<file path="src/rtl/sync_fifo_pkg.sv">
// Shared sizing helpers and parameter-legality checks for the single-clock FIFO.
package sync_fifo_pkg;

  function automatic int addr_w(input int depth);
    return $clog2(depth);
  endfunction

  // Occupancy needs one extra bit to represent DEPTH itself.
  function automatic int cnt_w(input int depth);
    return $clog2(depth) + 1;
  endfunction

  function automatic bit is_pow2(input int v);
    return (v > 0) && ((v & (v - 1)) == 0);
  endfunction

  function automatic bit thr_ok(input int thr, input int depth);
    return (thr >= 1) && (thr <= depth - 1);
  endfunction

endpackage

</file>
<file path="src/rtl/sync_fifo_mem.sv">
// Simple dual-port RAM: one write port, one registered read port (BRAM/LUTRAM friendly).
module sync_fifo_mem #(
  parameter int WIDTH  = 16,
  parameter int DEPTH  = 16,
  parameter int ADDR_W = $clog2(DEPTH)
) (
  input  logic              clk,
  input  logic              rst,
  input  logic              we,
  input  logic [ADDR_W-1:0] waddr,
  input  logic [WIDTH-1:0]  wdata,
  input  logic              re,
  input  logic [ADDR_W-1:0] raddr,
  output logic [WIDTH-1:0]  rdata
);

  logic [WIDTH-1:0] mem_q [DEPTH];
  logic [WIDTH-1:0] rdata_q;

  always_ff @(posedge clk) begin
    if (we) mem_q[waddr] <= wdata;
  end

  // Read-before-write: a same-address write lands after this read samples.
  always_ff @(posedge clk) begin
    if (rst)     rdata_q <= '0;
    else if (re) rdata_q <= mem_q[raddr];
  end

  assign rdata = rdata_q;

endmodule

</file>
<file path="src/rtl/sync_fifo_top.sv">
// Single-clock FIFO: pointers, occupancy count, flag decode and sticky error flags.
module sync_fifo_top
  import sync_fifo_pkg::*;
#(
  parameter int WIDTH  = 16,
  parameter int DEPTH  = 16,
  parameter int AF_THR = 12,
  parameter int AE_THR = 4
) (
  input  logic                      clk,
  input  logic                      rst,
  input  logic [WIDTH-1:0]          wdata,
  input  logic                      winc,
  input  logic                      rinc,
  input  logic                      err_clr,
  output logic                      wfull,
  output logic                      rempty,
  output logic                      almost_full,
  output logic                      almost_empty,
  output logic [cnt_w(DEPTH)-1:0]   count,
  output logic [WIDTH-1:0]          rdata,
  output logic                      rvalid,
  output logic                      overflow,
  output logic                      underflow
);

  localparam int ADDR_W = addr_w(DEPTH);
  localparam int CNT_W  = cnt_w(DEPTH);
  localparam logic [CNT_W-1:0] FULL_C = CNT_W'(DEPTH);
  localparam logic [CNT_W-1:0] AF_C   = CNT_W'(AF_THR);
  localparam logic [CNT_W-1:0] AE_C   = CNT_W'(AE_THR);

  if (!is_pow2(DEPTH) || DEPTH < 4) begin : g_bad_depth
    $error("sync_fifo_top: DEPTH must be a power of 2 and >= 4");
  end
  if (!thr_ok(AF_THR, DEPTH) || !thr_ok(AE_THR, DEPTH)) begin : g_bad_thr
    $error("sync_fifo_top: AF_THR/AE_THR must lie in 1..DEPTH-1");
  end

  logic [ADDR_W-1:0] wptr_q, wptr_d, rptr_q, rptr_d;
  logic [CNT_W-1:0]  count_q, count_d;
  logic              rvalid_q, ovf_q, ovf_d, udf_q, udf_d;
  logic              wr_ok, rd_ok;

  // Flags come only from registered count: no path from winc/rinc to outputs.
  assign wfull        = (count_q == FULL_C);
  assign rempty       = (count_q == '0);
  assign almost_full  = (count_q >= AF_C);
  assign almost_empty = (count_q <= AE_C);

  // A full FIFO may still accept a write when a read frees a slot this cycle.
  assign rd_ok = rinc & ~rempty;
  assign wr_ok = winc & (~wfull | rd_ok);

  always_comb begin
    wptr_d  = wr_ok ? wptr_q + ADDR_W'(1) : wptr_q;
    rptr_d  = rd_ok ? rptr_q + ADDR_W'(1) : rptr_q;
    count_d = count_q + CNT_W'(wr_ok) - CNT_W'(rd_ok);
    ovf_d   = (winc & wfull & ~rd_ok) | (ovf_q & ~err_clr);
    udf_d   = (rinc & rempty)         | (udf_q & ~err_clr);
  end

  always_ff @(posedge clk) begin
    if (rst) begin
      wptr_q   <= '0;
      rptr_q   <= '0;
      count_q  <= '0;
      rvalid_q <= 1'b0;
      ovf_q    <= 1'b0;
      udf_q    <= 1'b0;
    end else begin
      wptr_q   <= wptr_d;
      rptr_q   <= rptr_d;
      count_q  <= count_d;
      rvalid_q <= rd_ok;
      ovf_q    <= ovf_d;
      udf_q    <= udf_d;
    end
  end

  sync_fifo_mem #(
    .WIDTH (WIDTH),
    .DEPTH (DEPTH),
    .ADDR_W(ADDR_W)
  ) u_mem (
    .clk  (clk),
    .rst  (rst),
    .we   (wr_ok & ~rst),
    .waddr(wptr_q),
    .wdata(wdata),
    .re   (rd_ok & ~rst),
    .raddr(rptr_q),
    .rdata(rdata)
  );

  assign count     = count_q;
  assign rvalid    = rvalid_q;
  assign overflow  = ovf_q;
  assign underflow = udf_q;

endmodule
</file>
<file path="config.mk">
export PLATFORM = sky130hd
export DESIGN_NAME = sync_fifo_top
export DESIGN_NICKNAME = d
export VERILOG_FILES = /design/src/rtl/sync_fifo_pkg.sv /design/src/rtl/sync_fifo_mem.sv /design/src/rtl/sync_fifo_top.sv
export SDC_FILE = /design/constraint.sdc
export NUM_CORES = 1
export LEC_CHECK = 0
export CAP_MARGIN = 10
export CORE_MARGIN = 2
export CORE_UTILIZATION = 55
export DETAILED_ROUTE_END_ITERATION = 10
export PLACE_DENSITY = 0.73
export SETUP_SLACK_MARGIN = 0.05
export SLEW_MARGIN = 20
export SYNTH_ARGS = -nofsm -noshare
export SYNTH_HDL_FRONTEND = slang
export SYNTH_HIERARCHICAL = 1
export SYNTH_SLANG_ARGS = --single-unit
</file>
<file path="constraint.sdc">
create_clock -name clk -period 4.71 [get_ports clk]
set_input_delay 0.7065 -clock clk [delete_from_list [all_inputs] [get_ports clk]]
set_output_delay 0.7065 -clock clk [all_outputs]
set_load 0.05 [all_outputs]
</file>
==> impl_metrics.json, run 1 <==
{
  "outcome": "complete, no violations",
  "grt_use_total_pct": 21.17,
  "die_h_um": 148.4,
  "final_common_cell": "edfxtp_1",
  "via_per_inst": 5.924,
  "fmax_ghz": 0.2970,
  "numClockSinks": 288,
  "rsz0062_at_grt": "false",
  "drc": 0,
  "worst_pin_slew_ps": 1049,
  "hold_ws_ps": 460.0,
  "first_iter_violations": 580,
  "synth_top_area_share_pct": 67.01,
  "synth_area_per_cell_um2": 16.23,
  "hold_path.class": "flop to flop",
  "ir_worst_vdd_v": 0.0004434,
  "first_pass_iters": 5,
  "place_area_um2": 12150,
  "cts_tree": "built",
  "cts.htree.levels": 1,
  "die_w_um": 148.4,
  "n_antenna_cell": 0,
  "hold_violations": 0,
  "ant_nets": 0,
  "clkLatencyLatePin_ps": 530,
  "crit_required_ps": 4000,
  "slew_headroom_pct": 29.96,
  "wl_per_cell_um": 21.89,
  "final_cell_mix": "edfxtp_1, mux2i_1, nand3_1",
  "grt_first_pass_wirelength_mm": 35.47,
  "clk_pin_slew_ps": 60,
  "synth_area_leader_cell": "edfxtp_1",
  "stdcell_count": 1055,
  "multiInputGateArea_um2": 2868,
  "ff_latch_area_um2": 8332,
  "grt_max_degree": 59,
  "post_cts_buffers": 0,
  "ys.flop_type": "edfxtp_1",
  "dieArea_um2": 22030,
  "placed_cells": 1003,
  "setup_viol": 0,
  "p_sw_share_pct": 25.56,
  "initial_core_util_pct": 56.33,
  "period_minus_slack_ps": 3367,
  "ioPinCount": 49,
  "yosys_warnings": 6,
  "fin_tns_setup_ps": 0,
  "num_vias": 6250,
  "maxCapViolations": 0,
  "synth-edff-count": 256,
  "clock_skew_ps": 7.570,
  "switchingPower_mw": 1.559,
  "setup.worst_path.end_class": "output port",
  "cp_slowest_stage_delay_ps": 820,
  "synthTopCellsByArea": "edfxtp_1, mux2i_1, dfxtp_1",
  "syn-instance-count": 707,
  "totalWireLength_mm": 23.10,
  "async_flop_share_pct": 0,
  "fillerInstances": 1386,
  "cts-resized-gates": 0,
  "syn_nets": 740,
  "seqPwrFrac_pct": 48.1,
  "cp-start-kind": "flop",
  "std_cell_rows": 52,
  "path_max_fanout": 8,
  "crit_type": "flop to output port",
  "synthesis.area_um2": 11470,
  "slowest_stage": "clkdlybuf4s50_1",
  "final_area_um2": 13110,
  "dp_hpwl_mm": 13.65,
  "gp_congestion": 0.8401,
  "ys_seq_elements": 288,
  "fin_crit_sh_pct": 71.49,
  "cp_cell_sequence": "inv_1, ha_1, or4b_4, inv_2, clkdlybuf4s50_1",
  "grt_pass1_vias": 6437,
  "grt-ovfl-total": 0,
  "synth_cell_type_count": 45,
  "arrival_ps": 2660,
  "cell_internal_pwr_mw": 4.540,
  "antenna_found_initial": 0,
  "leakagePower_nw": 4.107,
  "clkPwrFrac_pct": 36.8,
  "powerDensity_nw_per_um2": 465.3,
  "nets": 796,
  "cts-root-buf": "clkbuf_16",
  "finalMaxSlewViolations": 0,
  "cts_max_path_buffers": 3,
  "cts_buffers": 28,
  "synthToLayoutAreaGrowth_pct": 14.28,
  "coreArea_um2": 20360,
  "drive_above_1_share_pct": 11.21,
  "io_buffers": 48,
  "combPwrFrac_pct": 15.1,
  "yosysSeqAreaShare_pct": 72.59,
  "cts_hold_buf": 0
}
[worst max-delay path, delay by kind of cell, from the launching register on]
family	cells	cell delay, ps
DFF	1	340
adders and majority gates	1	180
and+or+nand+nor	1	500
buffers and inverters	3	1110
[routing by layer]
metal  global-route usage, %  part of all wire, %  vias up
li1                        -                    -     2858
met4                   7.476                  2.9        0
met1                   27.99                   41     3132
met3                   2.975                  6.1       50
met2                   36.32                   50      210
met5                       0                    0        -
[stage by stage]
| step | setup slack (ps) | total power, mW | util [%] |
|---|---|---|---|
| floorplan | 1220 | 3.579 | - |
| global placement | 1413 | 3.874 | 59.68 |
| detailed placement | 1352 | 3.904 | 59.68 |
| CTS | 1306 | 6.138 | 64.38 |
| global route | 1231 | 6.307 | 64.38 |
| finish | 1343 | 6.100 | 64.38 |
[cell families (layout without fill, tap and decap cells)]
family / after synthesis / after routing / synth area share, %
AND/OR/NAND/NOR: 144 / 144 / 6.206
adder cells (fa/ha/maj): 12 / 12 / 1.374
multiplexers: 135 / 135 / 11.83
XOR/XNOR: 1 / 1 / 0.07636
buffers and inverters: 43 / 121 / 2.912
AO/OA/AOI/OAI: 84 / 84 / 5.006
flip-flops: 288 / 288 / 72.59
[final cells by class]
| class | instances | share of cell area [%] |
|---|---|---|
| Sequential cell | 288 | 63.55 |
| Clock inverter | 16 | 1.174 |
| Clock buffer | 36 | 6.118 |
| Tap cell | 270 | 2.577 |
| Timing Repair Buffer | 60 | 4.447 |
| Multi-Input combinational cell | 376 | 21.87 |
| Inverter | 9 | 0.2577 |
[cell usage after synthesis, types with 2 or more instances]
cell	count
mux2_1	2
nor3_1	4
buf_6	4
buf_12	5
edfxtp_1	256
inv_2	3
buf_8	4
dfxtp_1	32
inv_1	6
mux2i_1	130
nand3b_1	3
mux2_2	3
nand3_1	52
a21oi_1	22
or3_1	2
clkbuf_1	10
nor2_1	26
nand2_1	36
nand2b_1	4
ha_1	11
buf_2	10
o21ai_1	3
nor2b_1	9
a22oi_1	49
[state kept, by name, indices dropped and copies added, names as in the netlist]
register,flops
u_mem/mem_q,256
u_mem/rdata,16
count,5
rptr_q,4
wptr_q,4
overflow,1
rvalid,1
underflow,1
[power groups by stage]
stage	sequential [mW]	combinational [mW]	clock [mW]
final	2.94	0.922	2.24
after global routing	2.95	0.985	2.38
after CTS	2.94	0.922	2.28
after detailed placement	2.99	0.916	0
after global placement	2.98	0.891	0
after floorplan	3.13	0.453	0
[final timing paths]
kind	from	endpoint	slack (ps)	depth (start not counted)
min reg2reg	u_mem/rdata[14]$_SDFFE_PP0P_	u_mem/rdata[14]$_SDFFE_PP0P_	460	2
max reg2reg	count[2]$_SDFF_PP0_	u_mem/mem_q[2][12]$_DFFE_PP_	1740	7
max	count[3]$_SDFF_PP0_	rempty	1340	5
min	u_mem/rdata[14]$_SDFFE_PP0P_	u_mem/rdata[14]$_SDFFE_PP0P_	460	2
No activity file was read; power rests on OpenSTA's default activity.
==> inputs of run 2 (changes only) <==
--- a/config.mk
+++ b/config.mk
@@ -7,9 +7,9 @@
 export LEC_CHECK = 0
 export CAP_MARGIN = 10
 export CORE_MARGIN = 2
-export CORE_UTILIZATION = 55
+export CORE_UTILIZATION = 54
 export DETAILED_ROUTE_END_ITERATION = 10
-export PLACE_DENSITY = 0.73
+export PLACE_DENSITY = 0.75
 export SETUP_SLACK_MARGIN = 0.05
 export SLEW_MARGIN = 20
 export SYNTH_ARGS = -nofsm -noshare
==> constraint.sdc (replaced) <==
create_clock -name clk -period 2.9 [get_ports clk]
set_input_delay 0.435 -clock clk [delete_from_list [all_inputs] [get_ports clk]]
set_output_delay 0.435 -clock clk [all_outputs]
set_load 0.05 [all_outputs]
==> impl_metrics.json, run 2 (same netlist as run 1, synthesis figures left out) <==
{
  "fmax_ghz": 0.3623,
  "grt-ovfl-total": 0,
  "via_per_inst": 5.874,
  "die_h_um": 149.8,
  "layout_setup_ws_ps": 140.1,
  "setup_viol": 0,
  "crit_family": "buffers and inverters",
  "hold_path.class": "flop to flop",
  "grt_pass1_vias": 6598,
  "clk_pin_slew_ps": 60,
  "reg2reg_from": "count[2]$_SDFF_PP0_",
  "drive_above_1_share_pct": 13.28,
  "grt_max_degree": 61,
  "post_cts_buffers": 0,
  "dieArea_um2": 22430,
  "outcome": "complete, no violations",
  "critPathLaunch": "count[4]$_SDFF_PP0_",
  "gp_congestion": 0.7919,
  "cp-start-kind": "flop",
  "path_max_fanout": 5,
  "totalWireLength_mm": 24.00,
  "worst_pin_slew_ps": 674.4,
  "dpl_worst_slack_ps": 179.3,
  "std_cell_rows": 53,
  "ir_worst_vdd_v": 0.0009517,
  "maxCapViolations": 0,
  "cts.htree.levels": 1,
  "powerDensity_nw_per_um2": 743.2,
  "setup.worst_path.end_class": "output port",
  "clock_skew_ps": 13.28,
  "die_w_um": 149.8,
  "hold_violations": 0,
  "cp_slowest_stage_delay_ps": 710,
  "cts_tree": "built",
  "hold_ws_ps": 462.4,
  "antenna_found_initial": 0,
  "grt_use_total_pct": 22.05,
  "num_vias": 6350,
  "crit_type": "flop to output port",
  "first_iter_violations": 504,
  "numClockSinks": 288,
  "initial_core_util_pct": 54.75,
  "first_pass_iters": 7,
  "cp_cell_sequence": "inv_1, ha_1, a221o_1, clkdlybuf4s50_1",
  "rsz0062_at_grt": "false",
  "hold_start": "u_mem/rdata[13]$_SDFFE_PP0P_",
  "n_antenna_cell": 0,
  "fin_util_pct": 63.46,
  "finalMaxSlewViolations": 0,
  "crit_required_ps": 2470,
  "fin_tns_setup_ps": 0,
  "dp_hpwl_mm": 14.58,
  "drc": 0,
  "slew_headroom_pct": 54.90,
  "final_cell_mix": "edfxtp_1, mux2i_1, nand3_1",
  "ioPinCount": 49,
  "leakagePower_nw": 4.231,
  "period_minus_slack_ps": 2760,
  "slowest_stage": "clkdlybuf4s50_1",
  "synthToLayoutAreaGrowth_pct": 15.92,
  "clkLatencyLatePin_ps": 540,
  "cts-root-buf": "clkbuf_16",
  "fin_crit_sh_pct": 95.17,
  "coreArea_um2": 20960,
  "regMostFlops": "u_mem/mem_q",
  "largest_register_ffs": 256,
  "io_buffers": 48,
  "arrival_ps": 2320,
  "nets": 818,
  "wl_per_cell_um": 22.20,
  "cts_max_path_buffers": 3,
  "final_common_cell": "edfxtp_1",
  "cts_buffers": 28,
  "grt_first_pass_wirelength_mm": 36.60,
  "ant_nets": 0,
  "crit_buf_inv": 2
}
[run 2: final timing paths]
kind / end / slack [ps] / cells past startpoint
min reg2reg: u_mem/rdata[13]$_SDFFE_PP0P_ / 460 / 2
max reg2reg: count[4]$_SDFF_PP0_ / 190 / 10
max: almost_full / 140 / 4
min: u_mem/rdata[13]$_SDFFE_PP0P_ / 460 / 2
[run 2: layout make-up]
cell class                      count  area, um2
Multi-Input combinational cell    376       2869
Fill cell                        1487       7656
Inverter                            9      33.78
Clock inverter                     14      151.4
Timing Repair Buffer               82      783.3
Tap cell                          275      344.1
Sequential cell                   288       8332
Clock buffer                       37      785.8
[run 2: per-layer routing]
layer,GRT usage (%),vias up,wire length (um)
li1,-,2895,-
met1,27.97,3169,9707
met2,38.81,239,12270
met3,3.841,47,1349
met4,7.028,0,678
met5,0,-,0
[run 2: worst reg2reg max path: cells and delay by family (launching register included)]
kind / cells / cell delay, ps
buf+inv: 1 / 100
flops: 1 / 370
simple gates: 2 / 660
compound gates: 2 / 260
fa+ha+maj: 3 / 840
mux: 2 / 360
[run 2: repair_timing]
| item | 4_1_cts | 5_1_grt |
|---|---|---|
| endpoints found under the setup margin | 1 | 3 |
| cloned | 0 | 0 |
| hold buffers | 0 | 0 |
| gates resized for setup | 2 | 3 |
[run 2: power breakdown]
| part | internal [mW] | switching [mW] | leakage (nW) | total [mW] |
|---|---|---|---|---|
| combinational | 0.526 | 0.984 | 1.20 | 1.51 |
| sequential | 4.65 | 0.120 | 2.57 | 4.77 |
| clock | 2.17 | 1.44 | 0.459 | 3.61 |
| total | 7.34 | 2.54 | 4.23 | 9.88 |
[run 2: metrics by stage]
step / std cells / area, um2 / total power, mW
4_1_cts: 1081 / 13300 / 9.943
3_3_place_gp: 1030 / 12360 / 6.293
2_1_floorplan: 707 / 11500 / 5.818
3_5_place_dp: 1030 / 12360 / 6.353
6_report: 1081 / 13300 / 9.884
5_1_grt: 1081 / 13300 / 10.22
==> inputs of run 3 (changes only) <==
--- a/config.mk
+++ b/config.mk
@@ -6,10 +6,12 @@
 export NUM_CORES = 1
 export LEC_CHECK = 0
 export CAP_MARGIN = 10
-export CORE_MARGIN = 2
-export CORE_UTILIZATION = 54
+export CORE_MARGIN = 5
+export CORE_UTILIZATION = 55
+export CTS_BUF_LIST = sky130_fd_sc_hd__clkbuf_2 sky130_fd_sc_hd__clkbuf_4 sky130_fd_sc_hd__clkbuf_8
 export DETAILED_ROUTE_END_ITERATION = 10
-export PLACE_DENSITY = 0.75
+export GPL_ROUTABILITY_DRIVEN = 0
+export PLACE_DENSITY = 0.76
 export SETUP_SLACK_MARGIN = 0.05
 export SLEW_MARGIN = 20
 export SYNTH_ARGS = -nofsm -noshare
==> impl_metrics.json, run 3 (same netlist as run 1, synthesis figures left out) <==
{
  "io_buffers": 48,
  "clk_pin_slew_ps": 60,
  "rr_worst_depth": 10,
  "cpMostUsedCell": "ha_1",
  "n_antenna_cell": 0,
  "dp_hpwl_mm": 14.57,
  "cp_slowest_stage_delay_ps": 510,
  "slew_headroom_pct": 57.59,
  "hold_depth": 2,
  "std_cell_rows": 52,
  "final_cell_mix": "edfxtp_1, mux2i_1, nand3_1",
  "cp-start-kind": "flop",
  "drive_above_1_share_pct": 16.61,
  "ioPinCount": 49,
  "totalWireLength_mm": 23.83,
  "finalMaxSlewViolations": 0,
  "cts_tree": "built",
  "grt_use_total_pct": 19.74,
  "outcome": "complete, no violations",
  "wl_per_cell_um": 21.52,
  "cts.htree.levels": 2,
  "arrival_ps": 3140,
  "dieArea_um2": 23850,
  "via_per_inst": 5.839,
  "setup.worst_path.end_class": "flop",
  "worst_pin_slew_ps": 636.2,
  "num_vias": 6464,
  "nets": 837,
  "critPathLaunch": "count[3]$_SDFF_PP0_",
  "largest_register_ffs": 256,
  "first_pass_iters": 7,
  "fmax_ghz": 0.3656,
  "final_area_um2": 13260,
  "holdPathEnd": "u_mem/rdata[13]$_SDFFE_PP0P_",
  "place_area_um2": 12370,
  "powerDensity_nw_per_um2": 721.8,
  "slowest_stage": "or4b_4",
  "layout_setup_ws_ps": 164.5,
  "clock_skew_ps": 19.40,
  "grt_first_pass_wirelength_mm": 36.70,
  "crit_family": "adder cells",
  "fin_crit_sh_pct": 94.33,
  "dpl_worst_slack_ps": 133.0,
  "fin_util_pct": 65.11,
  "crit_buf_inv": 1,
  "coreArea_um2": 20360,
  "final_common_cell": "edfxtp_1",
  "antenna_found_initial": 0,
  "ir_worst_vdd_v": 0.0009705,
  "synthToLayoutAreaGrowth_pct": 15.57,
  "hold_violations": 0,
  "post_cts_buffers": 0,
  "crit_required_ps": 3310,
  "initial_core_util_pct": 56.33,
  "period_minus_slack_ps": 2736,
  "path_max_fanout": 4,
  "r2r_slack_ps": 160,
  "numClockSinks": 288,
  "ant_nets": 0,
  "reg2reg_from": "count[3]$_SDFF_PP0_",
  "cts_max_path_buffers": 3,
  "hold_ws_ps": 464.7,
  "first_iter_violations": 525,
  "r2r-end": "count[4]$_SDFF_PP0_",
  "maxCapViolations": 0,
  "hold_start": "u_mem/rdata[13]$_SDFFE_PP0P_",
  "setup_viol": 0,
  "placed_cells": 1028,
  "clkLatencyLatePin_ps": 540,
  "leakagePower_nw": 4.275,
  "rsz0062_at_grt": "false",
  "die_w_um": 154.4,
  "grt-ovfl-total": 0,
  "cp_cell_sequence": "inv_1, ha_1, or4b_4, nand2_2, mux2i_1, ha_1, fa_1, a21oi_1, o21bai_1, mux2_2",
  "drc": 0,
  "grt_max_degree": 46,
  "cts-root-buf": "clkbuf_8",
  "hold_path.class": "flop to flop",
  "regMostFlops": "u_mem/mem_q",
  "stdcell_count": 1107,
  "crit_type": "flop to flop",
  "die_h_um": 154.4,
  "cts_buffers": 44,
  "grt_pass1_vias": 6643
}
## run 3: changes by cell type in the layout (fill, tap and decap cells not counted), moves of 4 or more
cell,change
clkinv_2,-4
buf_4,+4
clkinv_1,+4
clkbuf_8,+45
clkbuf_4,+22
clkbuf_1,-5
clkbuf_16,-29
## run 3: metal layers
| layer | track usage [%] | share of wire, % | vias to the layer above | routed length (um) |
|---|---|---|---|---|
| met5 | 0 | 0 | - | 0 |
| met2 | 32.99 | 50 | 256 | 11880 |
| li1 | - | - | 2940 | - |
| met3 | 3.660 | 6.5 | 37 | 1543 |
| met4 | 6.392 | 2.0 | 0 | 480 |
| met1 | 26.49 | 42 | 3231 | 9923 |
## run 3: area by class of cell
type                       instances  area [um2]
tap                              270       337.8
inverter                           9       33.78
fill                            1389        7106
sequential                       288        8332
clock buffer                      70       825.8
multi-input combinational        376        2872
clock inverter                     9       62.56
timing repair buffer              85       795.8
## run 3: what timing repair did
item	in CTS	in global routing
resized for setup	1	5
hold buffers	0	0
setup endpoints to repair	1	4
endpoints found under the hold margin	0	0
## run 3: through the flow
step | total power [mW] | setup TNS, ps
6_report | 9.571 | 0
5_1_grt | 9.937 | 0
4_1_cts | 9.625 | 0
3_5_place_dp | 6.342 | 0
3_3_place_gp | 6.288 | 0
2_1_floorplan | 5.818 | -8140
## run 3: worst max-delay path by stage
| stage | end | cells past startpoint |
|---|---|---|
| 2_1_floorplan | u_mem/mem_q[1][0]$_DFFE_PP_ | 7 |
| 3_3_place_gp | u_mem/mem_q[0][11]$_DFFE_PP_ | 6 |
| 3_5_place_dp | u_mem/mem_q[0][14]$_DFFE_PP_ | 6 |
| 4_1_cts | rempty | 5 |
| 5_1_grt | count[4]$_SDFF_PP0_ | 10 |
| 6_report | count[4]$_SDFF_PP0_ | 10 |
## run 3: tightest hold or removal path: stages (launching register included)
cell and delay [ps]:
dfxtp_1 330, nand2_1 50, nand3_1 50
## run 3: where the power goes
group	leakage [nW]	internal [mW]	switching (mW)
sequential	2.57	4.65	0.127
combinational	1.23	0.521	0.974
clock	0.478	1.89	1.42
total	4.28	7.05	2.52
